$ cat config.mk
export PLATFORM = sky130hd
export DESIGN_NAME = pc_escalonador_flat
export DESIGN_NICKNAME = d
export VERILOG_FILES = /design/src/rtl/pc_escalonador_if.sv /design/src/rtl/pc_escalonador.sv /design/src/flat_wrapper.sv
export SDC_FILE = /design/constraint.sdc
export NUM_CORES = 1
export LEC_CHECK = 0
export ABC_AREA = 1
export CORE_UTILIZATION = 25
export CTS_CLUSTER_DIAMETER = 40
export DETAILED_ROUTE_END_ITERATION = 8
export SKIP_LAST_GASP = 1
export SLEW_MARGIN = 40
export SYNTH_ARGS = -nofsm -noshare
export SYNTH_HDL_FRONTEND = slang
export SYNTH_SLANG_ARGS = --single-unit
$ cat constraint.sdc
create_clock -name clock -period 6.73 [get_ports clock]
set_input_delay 0.673 -clock clock [delete_from_list [all_inputs] [get_ports clock]]
set_output_delay 0.673 -clock clock [all_outputs]
set_load 0.005 [all_outputs]
$ cat src/rtl/pc_escalonador_if.sv
// Fetch-stage bus between the datapath and the program-counter scheduler.
interface pc_escalonador_if #(
    parameter int unsigned ADDR_W = 32,
    parameter int unsigned N_PROG = 5
);
    localparam int unsigned PW = $clog2(N_PROG + 1);

    logic              stop;
    logic              lpc;
    logic              endProgram;
    logic [2:0]        desvio;
    logic [ADDR_W-1:0] novoEnd;
    logic [ADDR_W-1:0] novoEndR;
    logic              zero;
    logic              negativo;
    logic [ADDR_W-1:0] endereco;
    logic [ADDR_W-1:0] enderecoSpc;
    logic [PW-1:0]     programa;
    logic              troca;
    logic              todosFim;

    // Datapath side: drives control/flags, observes fetch address and context.
    modport master (
        output stop, lpc, endProgram, desvio, novoEnd, novoEndR, zero, negativo,
        input  endereco, enderecoSpc, programa, troca, todosFim
    );

    // Scheduler side.
    modport slave (
        input  stop, lpc, endProgram, desvio, novoEnd, novoEndR, zero, negativo,
        output endereco, enderecoSpc, programa, troca, todosFim
    );
endinterface

$ cat src/rtl/pc_escalonador.sv
// Program counter with round-robin time-slice scheduling of N user programs
// under an OS context (program 0); saves/restores per-program PCs.
module pc_escalonador #(
    parameter int unsigned ADDR_W    = 32,
    parameter int unsigned N_PROG    = 5,
    parameter int unsigned QUANTUM   = 5,
    parameter int unsigned PROG_BASE = 1000,
    parameter int unsigned SO_BASE   = 0
) (
    input  logic             clock,
    input  logic             reset,
    pc_escalonador_if.slave  bus
);
    localparam int unsigned PW  = $clog2(N_PROG + 1);
    localparam int unsigned PW1 = PW + 1;
    localparam int unsigned IW  = $clog2(QUANTUM + 1);

    logic [ADDR_W-1:0]             endereco_q, endereco_d;
    logic [ADDR_W-1:0]             spc_q, spc_d;
    logic [PW-1:0]                 programa_q, programa_d;
    logic                          troca_q, troca_d;
    logic                          todos_fim_q, todos_fim_d;
    logic [IW-1:0]                 inst_q, inst_d;
    logic [PW-1:0]                 prog_ant_q, prog_ant_d;
    logic [N_PROG:1][ADDR_W-1:0]   ctx_q, ctx_d;
    logic [N_PROG:1]               fim_q, fim_d;

    logic [ADDR_W-1:0]             off_c;
    logic [ADDR_W-1:0]             branch_pc_c;
    logic [ADDR_W-1:0]             pc_inc_c;
    logic [ADDR_W-1:0]             rel_tgt_c;
    logic                          found_c;
    logic [PW-1:0]                 nxt_c;
    logic [PW:0]                   cand_c;
    logic                          switch_c;

    // Window offset of the running context and next-PC per branch type.
    always_comb begin
        off_c       = ADDR_W'(programa_q) * ADDR_W'(PROG_BASE);
        pc_inc_c    = endereco_q + ADDR_W'(1);
        rel_tgt_c   = bus.novoEnd + off_c;
        branch_pc_c = pc_inc_c;
        unique case (bus.desvio)
            3'b000:  branch_pc_c = pc_inc_c;
            3'b001:  branch_pc_c = rel_tgt_c;
            3'b010:  branch_pc_c = bus.zero ? rel_tgt_c : pc_inc_c;
            3'b100:  branch_pc_c = bus.zero ? pc_inc_c : rel_tgt_c;
            3'b101:  branch_pc_c = bus.negativo ? rel_tgt_c : pc_inc_c;
            3'b110:  branch_pc_c = (bus.negativo | bus.zero) ? rel_tgt_c : pc_inc_c;
            3'b011:  branch_pc_c = bus.novoEndR;
            default: branch_pc_c = endereco_q;
        endcase
    end

    // Round-robin search for the next unfinished program after the last one run.
    always_comb begin
        found_c = 1'b0;
        nxt_c   = '0;
        cand_c  = '0;
        for (int k = 1; k <= int'(N_PROG); k++) begin
            cand_c = PW1'(prog_ant_q) + PW1'(k);
            if (cand_c > PW1'(N_PROG)) begin
                cand_c = cand_c - PW1'(N_PROG);
            end
            if (!found_c && !fim_q[PW'(cand_c)]) begin
                found_c = 1'b1;
                nxt_c   = PW'(cand_c);
            end
        end
    end

    // Slice ends on quantum expiry or program halt, but only on a sequential instruction.
    always_comb begin
        switch_c = ((inst_q >= IW'(QUANTUM)) || bus.endProgram) && (bus.desvio == 3'b000);
    end

    // Next-state: OS dispatch, user slice advance, or context switch back to OS.
    always_comb begin
        endereco_d = endereco_q;
        spc_d      = spc_q;
        programa_d = programa_q;
        troca_d    = 1'b0;
        inst_d     = inst_q;
        prog_ant_d = prog_ant_q;
        ctx_d      = ctx_q;
        fim_d      = fim_q;
        if (!bus.stop) begin
            if (programa_q == '0) begin
                if (bus.lpc && found_c) begin
                    endereco_d = ADDR_W'(nxt_c) * ADDR_W'(PROG_BASE) + ctx_q[nxt_c];
                    programa_d = nxt_c;
                    inst_d     = IW'(1);
                end else begin
                    endereco_d = branch_pc_c;
                end
            end else if (switch_c) begin
                ctx_d[programa_q] = pc_inc_c - off_c;
                spc_d             = pc_inc_c;
                endereco_d        = ADDR_W'(SO_BASE);
                prog_ant_d        = programa_q;
                programa_d        = '0;
                inst_d            = '0;
                troca_d           = 1'b1;
                if (bus.endProgram) begin
                    fim_d[programa_q] = 1'b1;
                end
            end else begin
                endereco_d = branch_pc_c;
                if (inst_q < IW'(QUANTUM)) begin
                    inst_d = inst_q + IW'(1);
                end
            end
        end
        todos_fim_d = &fim_d;
    end

    // State registers with synchronous reset.
    always_ff @(posedge clock) begin
        if (reset) begin
            endereco_q  <= ADDR_W'(SO_BASE);
            spc_q       <= '0;
            programa_q  <= '0;
            troca_q     <= 1'b0;
            todos_fim_q <= 1'b0;
            inst_q      <= '0;
            prog_ant_q  <= PW'(N_PROG);
            ctx_q       <= '0;
            fim_q       <= '0;
        end else begin
            endereco_q  <= endereco_d;
            spc_q       <= spc_d;
            programa_q  <= programa_d;
            troca_q     <= troca_d;
            todos_fim_q <= todos_fim_d;
            inst_q      <= inst_d;
            prog_ant_q  <= prog_ant_d;
            ctx_q       <= ctx_d;
            fim_q       <= fim_d;
        end
    end

    assign bus.endereco    = endereco_q;
    assign bus.enderecoSpc = spc_q;
    assign bus.programa    = programa_q;
    assign bus.troca       = troca_q;
    assign bus.todosFim    = todos_fim_q;
endmodule

$ cat src/flat_wrapper.sv
// flat-port wrapper written by rule: the top's interface ports become plain ports
module pc_escalonador_flat 
#(
    parameter int unsigned ADDR_W    = 32,
    parameter int unsigned N_PROG    = 5,
    parameter int unsigned QUANTUM   = 5,
    parameter int unsigned PROG_BASE = 1000,
    parameter int unsigned SO_BASE   = 0
)
  (clock, reset, bus_stop, bus_lpc, bus_endProgram, bus_desvio, bus_novoEnd, bus_novoEndR, bus_zero, bus_negativo, bus_endereco, bus_enderecoSpc, bus_programa, bus_troca, bus_todosFim);
  pc_escalonador_if #(.ADDR_W(ADDR_W), .N_PROG(N_PROG)) bus_i ();
  input  logic clock;
  input  logic reset;
  input wire logic [$bits(bus_i.stop)-1:0] bus_stop;
  input wire logic [$bits(bus_i.lpc)-1:0] bus_lpc;
  input wire logic [$bits(bus_i.endProgram)-1:0] bus_endProgram;
  input wire logic [$bits(bus_i.desvio)-1:0] bus_desvio;
  input wire logic [$bits(bus_i.novoEnd)-1:0] bus_novoEnd;
  input wire logic [$bits(bus_i.novoEndR)-1:0] bus_novoEndR;
  input wire logic [$bits(bus_i.zero)-1:0] bus_zero;
  input wire logic [$bits(bus_i.negativo)-1:0] bus_negativo;
  output wire logic [$bits(bus_i.endereco)-1:0] bus_endereco;
  output wire logic [$bits(bus_i.enderecoSpc)-1:0] bus_enderecoSpc;
  output wire logic [$bits(bus_i.programa)-1:0] bus_programa;
  output wire logic [$bits(bus_i.troca)-1:0] bus_troca;
  output wire logic [$bits(bus_i.todosFim)-1:0] bus_todosFim;
  assign bus_i.stop = bus_stop;
  assign bus_i.lpc = bus_lpc;
  assign bus_i.endProgram = bus_endProgram;
  assign bus_i.desvio = bus_desvio;
  assign bus_i.novoEnd = bus_novoEnd;
  assign bus_i.novoEndR = bus_novoEndR;
  assign bus_i.zero = bus_zero;
  assign bus_i.negativo = bus_negativo;
  assign bus_endereco = bus_i.endereco;
  assign bus_enderecoSpc = bus_i.enderecoSpc;
  assign bus_programa = bus_i.programa;
  assign bus_troca = bus_i.troca;
  assign bus_todosFim = bus_i.todosFim;
  pc_escalonador #(.ADDR_W(ADDR_W), .N_PROG(N_PROG), .QUANTUM(QUANTUM), .PROG_BASE(PROG_BASE), .SO_BASE(SO_BASE)) u_core (.clock(clock), .reset(reset), .bus(bus_i));
endmodule
Word level (Yosys, flattened, before mapping):

Cells that the tools add are included.

* bits in registers: 240
* bits of input ports: 74
* logic and storage cells: 132

* add/sub/neg operators: 15
* multipliers: 2
* order comparisons: 15
* equality and inequality tests: 7
* muxes and demuxes: 52
* bitwise gates (word level): 4
* reductions and logical operators: 24

Operators with widths (count)
* two-way mux 32 bit: 9
* case mux 32 bit (7 select lines): 1
* bitwise mux 160 bit: 1
* binary-select mux 32 bit (select 3 bit): 1
* demux 32 bit (select 3 bit): 1
* two-way mux 3 bit: 17
* adder 13 x 32 -> 32 bit: 1
* adder 32 x 1 -> 32 bit, second input constant: 1
* adder 32 x 13 -> 32 bit: 1
* subtractor 32 x 13 -> 32 bit: 1
* less-than comparator 3 x 4 -> 1 bit, second input constant: 7
* > comparator 4 x 3 -> 1 bit, second input constant: 5
* multiplier 3 x 7 -> 10 bit, second input constant: 2
* two-way mux 5 bit: 4
* binary-select mux 1 bit (select 3 bit): 5
* subtractor 3 bit, second input constant: 5
* two-way mux 1 bit: 12
* == test 3 bit, second input constant: 3
* AND reduction 3 bit: 3
* adder 3 x 2 -> 4 bit, second input constant: 2
* adder 3 x 3 -> 4 bit, second input constant: 2
* logical AND 1 bit: 7
* zero test 1 bit: 7
* == test 3 x 2 -> 1 bit, second input constant: 2
* 17 further kinds: 19

Longest topological paths before layout:

Gate-level depths: netlist of the first run.

* word-level depth: 22
* mapped depth: 45
* mapped depth without buffers: 43

Worst setup path before layout of the first run:

No wires, ideal clock.

* path kind: flip-flop to flip-flop
* start: register u_core.prog_ant_q[0]
* end: register u_core.endereco_q[31], in the netlist u_core.bus.endereco[31]
* arrival time: 5.973 ns
* setup slack: 0.645 ns
* cell stages (with the launch flop): 41
* buffers on the path: 3
* clock period less this slack: 6.085 ns
* cells stage by stage: dfxtp_1 inv_2 ha_1 buf_2 xor2_2 nand2_1 nand2_1 a21oi_1 nand3_2 nand2_4 nand2_4 nor2_8 nand3_2 or2_1 nand2_4 buf_6 buf_6 inv_1 [... 5 more ...] fa_1 inv_1 ha_1 nand3_1 nand2_1 a21oi_1 o21bai_1 a21oi_1 nor2_1 nor2_1 nor2_2 nand3_2 nor2_2 nand2_1 nor2_1 nand3_1 nand2_1 nand2_1

* longest elaborated chain between the ends: 22
* elaborated cells between the ends (all ways): 58
* those cells by class: add/sub: 11; mul: 1; order compare: 5; mux: 29; reduce/logical: 12

Ends and longest elaborated chain
* start, declared: RTL line pc_escalonador.sv:24 `logic [PW-1:0] prog_ant_q, prog_ant_d;`
* start signal, assigned: RTL line pc_escalonador.sv:126 `prog_ant_q <= PW'(N_PROG);`
* start signal, assigned: RTL line pc_escalonador.sv:136 `prog_ant_q <= prog_ant_d;`
* branches (longest 20 deep; another with adder 3 x 2 -> 4 bit)
* two-way mux 32 bit *: RTL line pc_escalonador.sv:89 `if (bus.lpc && found_c) begin`
* two-way mux 32 bit *: RTL line pc_escalonador.sv:88 `if (programa_q == '0) begin`
* end signal, assigned: RTL line pc_escalonador.sv:120 `endereco_q <= ADDR_W'(SO_BASE);`
* end signal, assigned: RTL line pc_escalonador.sv:130 `endereco_q <= endereco_d;`
* end, declared: RTL line pc_escalonador.sv:18 `logic [ADDR_W-1:0] endereco_q, endereco_d;`

Mark *: on every way between the ends. The select of a mux whose other input is x is not followed.
A chain may end at the register's enable or synchronous reset.

Worst setup path in the final report of the first run:

* start: register u_core.prog_ant_q[0]
* end: register u_core.endereco_q[29], in the netlist u_core.bus.endereco[29]

The elaborated chain is that of the path after synthesis.

==> metrics, run 1 <==
Core Box Area=between 0.06 and 0.07 sq mm; ranking of synthesized cells by area=dfxtp_1 (30%), nand2_1 (10%), o21ai_0 (9.9%), inv_1 (9.3%), a21oi_1 (6.6%); slowest cell on the critical path=fa_1; largest net degree at the start of global routing=86; CP Data Arrival Time=6.71 ns; first drt pass iteration count=5; clock root buffer=clkbuf_16; Worst Skew=0.0282 ns; total congestion overflow=0; Post-Synthesis Cell Area=0.0162 sq mm; number of remaining DRC errors=0; clk_lat worst skew=approximately 0.58 ns; grt peak-use layer=met2; grt met3 use=0.0335; GR Util met2=0.293; Critical path origin=u_core.prog_ant_q[0]$_SDFFE_PP1P_; Layout Nets=2740; count of input and output buffers=142; Synthesis Warnings=0; row count=92; fin crit share=0.934; ratio of cells with drive above 1 in the final layout=0.0715; CTS buffer count=43; hold depth=2; DR iter-0 viols=around 1500; Routed Antenna Nets=0; commonest non-fill, non-tap cell in the layout=nand2_1; outcome=finished, final reports clean; post-synth top area cell=dfxtp_1; most frequent cells in the layout=nand2_1 (446), inv_1 (396), o21ai_0 (317); Syn Area/Cell=between 6 and 7 sq um; ant diodes=0; routability cong.=~0.97; Final WS setup=0.444 ns; Synth async-reset ratio=0; Hold Worst Slack=0.444 ns; Most common cell on crit path=nand2_1; worst vdd ir=169 uV; per-cell routed wire length=17.4 um; crit path time final=6.29 ns; Die ar.=0.0656 sq mm; final setup vio count=0; Hold WC Path Type=reg2reg; crit path kind=reg2reg; clock tree buffer depth=3; worst hold start=u_core.ctx_q[9]$_SDFFE_PP0P_; Distinct cells, synth=63; worst endpoint required time=7.16 ns; Slew headroom=0.421; delay of the slowest critical-path stage=0.49 ns; Die X-Extent=about 260 um; die height=256 um; path depth of the worst reg2reg path=38; HPWL Detailed=roughly 44000 um; TritonCTS clock tree=done; GRT Total Usage=0.180; Lkg Pwr=8.99 nW; Setup crit end kind=flip-flop; fillers=~7000; CTS clk-pin slew, worst paths=0.05 ns; I/O pin count=around 140; reg2reg setup slack=0.44 ns; Max-cap violations=0; global-route wire length before repair=92800 um; routed vias/inst=4.87; pwr dens=roughly 220 mW/mm^2; R2R Path Start=u_core.prog_ant_q[0]$_SDFFE_PP1P_; syn nets=2623; Yosys top cell area share=0.297; post-synthesis instance total=~2500; initial antenna violation count=1; Max Slew Vio Count=0; maximum fanout along the worst path=12; top_reg_cell synth=dfxtp_1; fmax=159 MHz; Final Hold Viols=0; H-tree levels=2; Storage cell area=around 0.0048 sq mm; Area Growth Syn to Fin=23.3%; FF-to-FF End=u_core.bus.endereco[29]$_SDFFE_PP0N_; Worst-Margin Slew=0.865 ns; clock tree sinks=240; register area share after synthesis=0.297; Initial Util=0.255; Seq cells post-synth=240; Post-synth EDFFs=0; final WL=roughly 60000 um; GR Util met1=0.232; number of global-route vias before repair=15900; Hold Path Sink=u_core.ctx_q[9]$_SDFFE_PP0P_; Multi-input gate area=about 0.0093 sq mm; pre-CTS setup slack=a little over 0.3 ns; startpoint type of the worst setup path=flip-flop; vias post-DR=16900
==> cells by family (layout without fill, tap and decap cells) <==
family                     count (synthesis)  in the layout  synth area share
xor gates and xnor gates                  59             59            0.0329
AOI/OAI and AO/OA                        700            700             0.242
buffers and inverters                    524            672             0.130
and+or+nand+nor                          888            888             0.240
DFF                                      240            240             0.297
adders and majority gates                 69             69            0.0576
==> stage by stage <==
| step | area, sq um | setup TNS [ns] | power, mW | util | std cells |
|---|---|---|---|---|---|
| after floorplan | 16200 | 0 | 1.95 | - | 2480 |
| after global placement | 18400 | 0 | 2.28 | 0.290 | 3396 |
| after detailed placement | 18400 | 0 | 2.28 | 0.290 | 3396 |
| after CTS | 19800 | 0 | 4.48 | 0.313 | 3472 |
| after global routing | 19900 | -0.0111 | 4.62 | 0.314 | 3474 |
| final | 19900 | 0 | 4.47 | 0.314 | 3474 |
==> power by group <==
group / switching [mW] / total [mW] / internal (mW) / leakage (nW)
combinational: 0.554 / 0.799 / 0.244 / 6.35
clock: 0.784 / 2.20 / 1.41 / 0.700
sequential: 0.0284 / 1.47 / 1.44 / 1.94
==> cells in the mapped netlist (all sizes together), types with 2 or more instances <==
cell type  number
o2bb2ai         2
clkinv          4
nand4          25
xor2           41
a211oi          7
dfxtp         240
a31oi          11
fa              9
nor2          184
buf            34
nor3           29
o211ai         42
nor4            5
o22ai          14
nor3b           2
xnor2          18
o21a            2
o21bai         39
nand3         168
o21ai         333
inv           409
o221ai         12
ha             60
a32oi           3
a22oi           3
a221oi          2
o31ai           5
clkbuf         76
nand2         464
or2             9
o2111ai         2
a21oi         215
==> how the worst max path moves through the flow <==
stage	to	depth (start not counted)	slack, ns
2_1_floorplan	u_core.bus.endereco[31]$_SDFFE_PP0N_	40	0.64
3_3_place_gp	u_core.bus.endereco[31]$_SDFFE_PP0N_	37	0.49
3_5_place_dp	u_core.bus.endereco[31]$_SDFFE_PP0N_	37	0.31
4_1_cts	u_core.bus.endereco[31]$_SDFFE_PP0N_	37	0.31
5_1_grt	u_core.bus.endereco[29]$_SDFFE_PP0N_	39	-0.01
6_report	u_core.bus.endereco[29]$_SDFFE_PP0N_	38	0.44
==> what timing repair did <==
item,CTS,global route
setup buffers,0,1
hold buffers,0,0
resized for setup,0,11
endpoints found under the setup margin,0,7
==> cell type report <==
cell class | instances | share of cell area
multi-input cells | 1716 | 0.468
well taps | 846 | 0.0532
repair buffers | 183 | 0.0874
clock inverters | 20 | 0.0141
inverters | 413 | 0.0780
clock buffers | 56 | 0.0585
flip-flops and latches | 240 | 0.241
==> worst max-delay path: cells and delay by family, from the launching register on <==
family | cells | cell delay (ns)
buffers and inverters | 6 | 0.49
DFF | 1 | 0.35
and+or+nand+nor | 21 | 2.53
adders and majority gates | 7 | 2.32
AOI/OAI and AO/OA | 4 | 0.44
==> sequential cells by signal (all words and copies together) (netlist names) <==
name                    flops
u_core.bus.troca            1
u_core.ctx_q              160
u_core.bus.endereco        32
u_core.bus.enderecoSpc     32
u_core.bus.programa         3
u_core.inst_q               3
u_core.fim_q                5
u_core.prog_ant_q           3
u_core.bus.todosFim         1
==> per-layer routing <==
layer,up-vias,wire [um]
met4,0,2200
met1,7815,26600
met2,562,27600
li1,8392,-
met3,138,4130
met5,-,0
Power figures use the tool's default switching activity.
==> inputs of run 2 (changes only) <==
==> constraint.sdc (replaced) <==
create_clock -name clock -period 7.2 [get_ports clock]
set_input_delay 0.72 -clock clock [delete_from_list [all_inputs] [get_ports clock]]
set_output_delay 0.72 -clock clock [all_outputs]
set_load 0.005 [all_outputs]
==> run 2 against run 1 <==
Net effect: sequential power down 7%; worst hold slack improved by 0.0066 ns; first-iteration DRC count decreased by 11%; sequential share of layout area barely moved; total power shrank 4.9%; utilization about the same; flip-flop and latch count stayed put; count of clock-buffer cells in the layout decreased by 1; largest cell class unchanged; largest power group unchanged.
==> metrics, run 2 (synthesis gave the netlist of run 1 again) <==
commonest non-fill, non-tap cell in the layout=nand2_1 (unchanged); final setup vio count=0 (unchanged); routability cong.=0.957 (was 0.966); CTS clk-pin slew, worst paths=0.05 ns (about the same); ant diodes=0 (unchanged); Layout Nets=2733 (was 2740); global-route wire length before repair=93200 um (was 92800 um); Most common cell on crit path=nand2_1 (unchanged); Area Growth Syn to Fin=23.1% (was 23.3%); initial antenna violation count=0 (was 1); largest net degree at the start of global routing=94 (was 86); Die X-Extent=256 um (unchanged); maximum fanout along the worst path=8 (was 12); clock tree sinks=240 (unchanged); Final Hold Viols=0 (unchanged); number of remaining DRC errors=0 (unchanged); Worst Skew=0.0174 ns (was 0.0282 ns); fillers=6884 (was 6887); PostCTS Resize Cnt=0 (unchanged); fmax=152 MHz (was 159 MHz); Max Slew Vio Count=0 (unchanged); Initial Util=0.255 (unchanged); Setup crit end kind=flip-flop (unchanged); Core Box Area=0.0634 sq mm (unchanged); Worst-Margin Slew=0.800 ns (was 0.865 ns); hold depth=2 (unchanged); startpoint type of the worst setup path=flip-flop (unchanged); row count=92 (unchanged); final WL=60800 um (was 60500 um); Lkg Pwr=8.97 nW (was 8.99 nW); CTS buffer count=45 (was 43); outcome=finished, final reports clean (unchanged); slowest cell on the critical path=fa_1 (unchanged); count of input and output buffers=142 (unchanged); H-tree levels=2 (unchanged); DR iter-0 viols=1371 (was 1537); number of global-route vias before repair=15800 (was 15900); crit path kind=reg2reg (unchanged); TNS Setup=0 ns (unchanged); clock tree buffer depth=3 (unchanged); most frequent cells in the layout=nand2_1 (447), inv_1 (396), o21ai_0 (318) (was nand2_1 (446), inv_1 (396), o21ai_0 (317)); hold_buf cts=0 (unchanged); worst vdd ir=181 uV (was 169 uV); TritonCTS clock tree=done (unchanged); postcts setup bufs=0 (unchanged); crit path time final=6.59 ns (was 6.29 ns); Top reg by flops=u_core.ctx_q (unchanged); per-cell routed wire length=17.5 um (was 17.4 um); Hold WC Path Type=reg2reg (unchanged); clock root buffer=clkbuf_16 (unchanged); first drt pass iteration count=6 (was 5); Slew headroom=0.467 (was 0.421); path depth of the worst reg2reg path=37 (was 38); CP Data Arrival Time=7.06 ns (was 6.71 ns); Max-cap violations=0 (unchanged); max reg flops=160 (unchanged); GRT Total Usage=0.181 (was 0.180); pwr dens=214 mW/mm^2 (was 224 mW/mm^2); fin crit share=0.916 (was 0.934); HPWL Detailed=44000 um (was 43800 um); PnR Total Power=4.25 mW (was 4.47 mW); Routed Antenna Nets=0 (unchanged); delay of the slowest critical-path stage=0.49 ns (about the same); total congestion overflow=0 (unchanged); clk_lat worst skew=0.59 ns (was 0.58 ns); die height=256 um (unchanged); vias post-DR=16900 (about the same); worst endpoint required time=7.67 ns (was 7.16 ns); Die ar.=0.0656 sq mm (unchanged); RSZ-0062 raised after global routing=no; ratio of cells with drive above 1 in the final layout=0.0690 (was 0.0715); routed vias/inst=4.87 (about the same); I/O pin count=143 (unchanged)
-- run 2: critical path, delay by kind of cell (launching register included) --
kind	cells	cell delay [ns]
adders and majority gates	6	2.37
AOI/OAI and AO/OA	4	0.58
DFF	1	0.43
and+or+nand+nor	21	2.44
xor gates and xnor gates	1	0.20
buffers and inverters	5	0.45
-- run 2: worst paths after layout --
check / slack [ns] / to / from
max reg2reg: 0.61 / u_core.bus.endereco[31]$_SDFFE_PP0N_ / u_core.prog_ant_q[1]$_SDFFE_PP0P_
max: 0.61 / u_core.bus.endereco[31]$_SDFFE_PP0N_ / u_core.prog_ant_q[1]$_SDFFE_PP0P_
min reg2reg: 0.45 / u_core.ctx_q[6]$_SDFFE_PP0P_ / u_core.ctx_q[6]$_SDFFE_PP0P_
min: 0.45 / u_core.ctx_q[6]$_SDFFE_PP0P_ / u_core.ctx_q[6]$_SDFFE_PP0P_
-- run 2: power breakdown --
part           internal [mW]  switching [mW]  total, mW
sequential              1.35          0.0275       1.37
combinational          0.226           0.507      0.733
clock                   1.36           0.781       2.14
total                   2.93            1.32       4.25
-- run 2: layer usage --
metal  track usage  up-vias  wire length (um)
li1              -     8400                 -
met1         0.238     7774             27100
met2         0.295      612             27800
met3        0.0290      115              3920
met4        0.0667        0              2080
met5             0        -                 0
-- run 2: metrics by stage --
| step | hold slack [ns] | instance area, sq um | instances | utilization | setup WS [ns] |
|---|---|---|---|---|---|
| floorplan | 0.424 | 16200 | 2480 | - | 1.11 |
| global placement | 0.434 | 18300 | 3389 | 0.289 | 0.810 |
| detailed placement | 0.439 | 18400 | 3389 | 0.289 | 0.629 |
| CTS | 0.447 | 19900 | 3470 | 0.313 | 0.616 |
| global route | 0.464 | 19900 | 3470 | 0.313 | 0.0131 |
| finish | 0.451 | 19900 | 3470 | 0.313 | 0.606 |
-- run 2: layout make-up --
cell class | instances | area (sq um) | area share
Multi-Input combinational cell | 1716 | 9270 | 0.466
Timing Repair Buffer | 174 | 1670 | 0.0838
Clock buffer | 55 | 1220 | 0.0616
Clock inverter | 26 | 300 | 0.0151
Sequential cell | 240 | 4800 | 0.242
Inverter | 413 | 1550 | 0.0781
Tap cell | 846 | 1060 | 0.0532
==> inputs of run 3 (changes only) <==
--- a/config.mk
+++ b/config.mk
@@ -10,7 +10,6 @@
 export CTS_CLUSTER_DIAMETER = 40
 export DETAILED_ROUTE_END_ITERATION = 8
 export SKIP_LAST_GASP = 1
-export SLEW_MARGIN = 40
 export SYNTH_ARGS = -nofsm -noshare
 export SYNTH_HDL_FRONTEND = slang
 export SYNTH_SLANG_ARGS = --single-unit
==> run 3 against run 2 <==
Net effect: final area grew 0.69%; first-iteration DRC count grew 1.6%; largest power group unchanged; fmax grew 0.52%; largest cell class unchanged; critical path depth is the same; final cell count grew 0.14%.
==> metrics, run 3 (synthesis gave the netlist of run 1 again) <==
per-cell routed wire length=17.5 um (about the same); total congestion overflow=0 (unchanged); R2R Path Start=u_core.prog_ant_q[1]$_SDFFE_PP0P_ (unchanged); global-route wire length before repair=93400 um (was 93200 um); maximum fanout along the worst path=8 (unchanged); H-tree levels=2 (unchanged); Layout Nets=2735 (was 2733); met1 wire length=26800 um (was 27100 um); Routed Antenna Nets=0 (unchanged); routed wl met2=27700 um (was 27800 um); Initial Util=0.255 (unchanged); Max-cap violations=0 (unchanged); fin crit share=0.911 (was 0.916); Worst-Margin Slew=1.15 ns (was 0.800 ns); Die ar.=0.0656 sq mm (unchanged); worst vdd ir=166 uV (was 181 uV); DR iter-0 viols=1393 (was 1371); final instance area=0.0200 sq mm (was 0.0199 sq mm); fillers=6812 (was 6884); max reg flops=160 (unchanged); number of remaining DRC errors=0 (unchanged); GRT Total Usage=0.181 (about the same); crit path kind=reg2reg (unchanged); CTS buffer count=47 (was 45); commonest non-fill, non-tap cell in the layout=nand2_1 (unchanged); clock root buffer=clkbuf_16 (unchanged); row count=92 (unchanged); ratio of cells with drive above 1 in the final layout=0.0704 (was 0.0690); postcts setup bufs=0 (unchanged); first drt pass iteration count=6 (unchanged); slowest cell on the critical path=fa_1 (unchanged); RSZ-0062 raised after global routing=no (unchanged); die height=256 um (unchanged); fmax=152 MHz (about the same); count of input and output buffers=142 (unchanged); Setup crit end kind=flip-flop (unchanged); PostCTS Resize Cnt=0 (unchanged); clk_lat worst skew=0.59 ns (about the same); Slew headroom=0.234 (was 0.467); Final Hold Viols=0 (unchanged); TNS Setup=0 ns (unchanged); most frequent cells in the layout=nand2_1 (447), inv_1 (398), o21ai_0 (319) (was nand2_1 (447), inv_1 (396), o21ai_0 (318)); startpoint type of the worst setup path=flip-flop (unchanged); clock tree buffer depth=3 (unchanged); CTS clk-pin slew, worst paths=0.05 ns (about the same); hold_buf cts=0 (unchanged); TritonCTS clock tree=done (unchanged); vias post-DR=16900 (about the same); worst hold start=u_core.ctx_q[32]$_SDFFE_PP0P_ (was u_core.ctx_q[6]$_SDFFE_PP0P_); largest net degree at the start of global routing=94 (unchanged); dpl cell area=0.0183 sq mm (was 0.0184 sq mm); initial antenna violation count=0 (unchanged); Top reg by flops=u_core.ctx_q (unchanged); Die X-Extent=256 um (unchanged); I/O pin count=143 (unchanged); HPWL Detailed=44100 um (was 44000 um); Lkg Pwr=9.05 nW (was 8.97 nW); Area Growth Syn to Fin=23.9% (was 23.1%); Critical path origin=u_core.prog_ant_q[1]$_SDFFE_PP0P_ (unchanged); delay of the slowest critical-path stage=0.49 ns (about the same); worst endpoint required time=7.67 ns (about the same); CP Data Arrival Time=7.03 ns (was 7.06 ns); top layer used by detailed routing=met4 (unchanged); Most common cell on crit path=nand2_1 (unchanged); Core Box Area=0.0634 sq mm (unchanged); Hold WC Path Type=reg2reg (unchanged); WL met3=4200 um (was 3920 um); routability cong.=0.957 (unchanged); routed vias/inst=4.86 (was 4.87); pwr dens=220 mW/mm^2 (was 214 mW/mm^2); crit path time final=6.56 ns (was 6.59 ns); outcome=finished, final reports clean (unchanged); ant diodes=0 (unchanged); reg2reg setup slack=0.64 ns (was 0.61 ns); final WL=60800 um (about the same); final setup vio count=0 (unchanged); clock tree sinks=240 (unchanged); Max Slew Vio Count=0 (unchanged); Worst Skew=0.0226 ns (was 0.0174 ns); number of global-route vias before repair=15800 (about the same)
[run 3: critical path: cells and delay by family (launching register included)]
kind	cells	cell delay [ns]
and+or+nand+nor	21	2.43
adders and majority gates	6	2.36
AOI/OAI and AO/OA	4	0.54
buffers and inverters	5	0.44
DFF	1	0.43
xor gates and xnor gates	1	0.20
[run 3: area by class of cell]
cell class              count  area, sq um  area share
well taps                 846         1060      0.0529
clock inverters            27          357      0.0178
inverters                 413         1550      0.0775
flip-flops and latches    240         4800       0.240
clock buffers              59         1320      0.0660
repair buffers            174         1660      0.0829
multi-input cells        1716         9270       0.463
[run 3: worst paths after layout]
kind / end / cells after the start
worst max-delay path: u_core.bus.endereco[31]$_SDFFE_PP0N_ / 37
worst min-delay path: u_core.ctx_q[32]$_SDFFE_PP0P_ / 2
worst max register to register: u_core.bus.endereco[31]$_SDFFE_PP0N_ / 37
worst min register to register: u_core.ctx_q[32]$_SDFFE_PP0P_ / 2
[run 3: power by group]
| part | total (mW) | switching [mW] | internal [mW] |
|---|---|---|---|
| combinational | 0.733 | 0.508 | 0.225 |
| sequential | 1.37 | 0.0269 | 1.35 |
| clock | 2.30 | 0.805 | 1.49 |
| total | 4.40 | 1.34 | 3.06 |
[run 3: per-stage QoR]
stage	instances	hold WS [ns]	worst slack, ns	power, mW	utilization
final	3475	0.445	0.640	4.40	0.316
after global routing	3475	0.468	0.138	4.56	0.316
after CTS	3475	0.446	0.694	4.42	0.316
after detailed placement	3389	0.439	0.704	2.12	0.289
after global placement	3389	0.434	0.810	2.13	0.289
after floorplan	2480	0.424	1.11	1.82	-
[run 3: metal layers]
layer / up-vias / track usage
met2: 648 / 0.295
met3: 131 / 0.0287
met5: - / 0
li1: 8393 / -
met4: 0 / 0.0697
met1: 7713 / 0.238
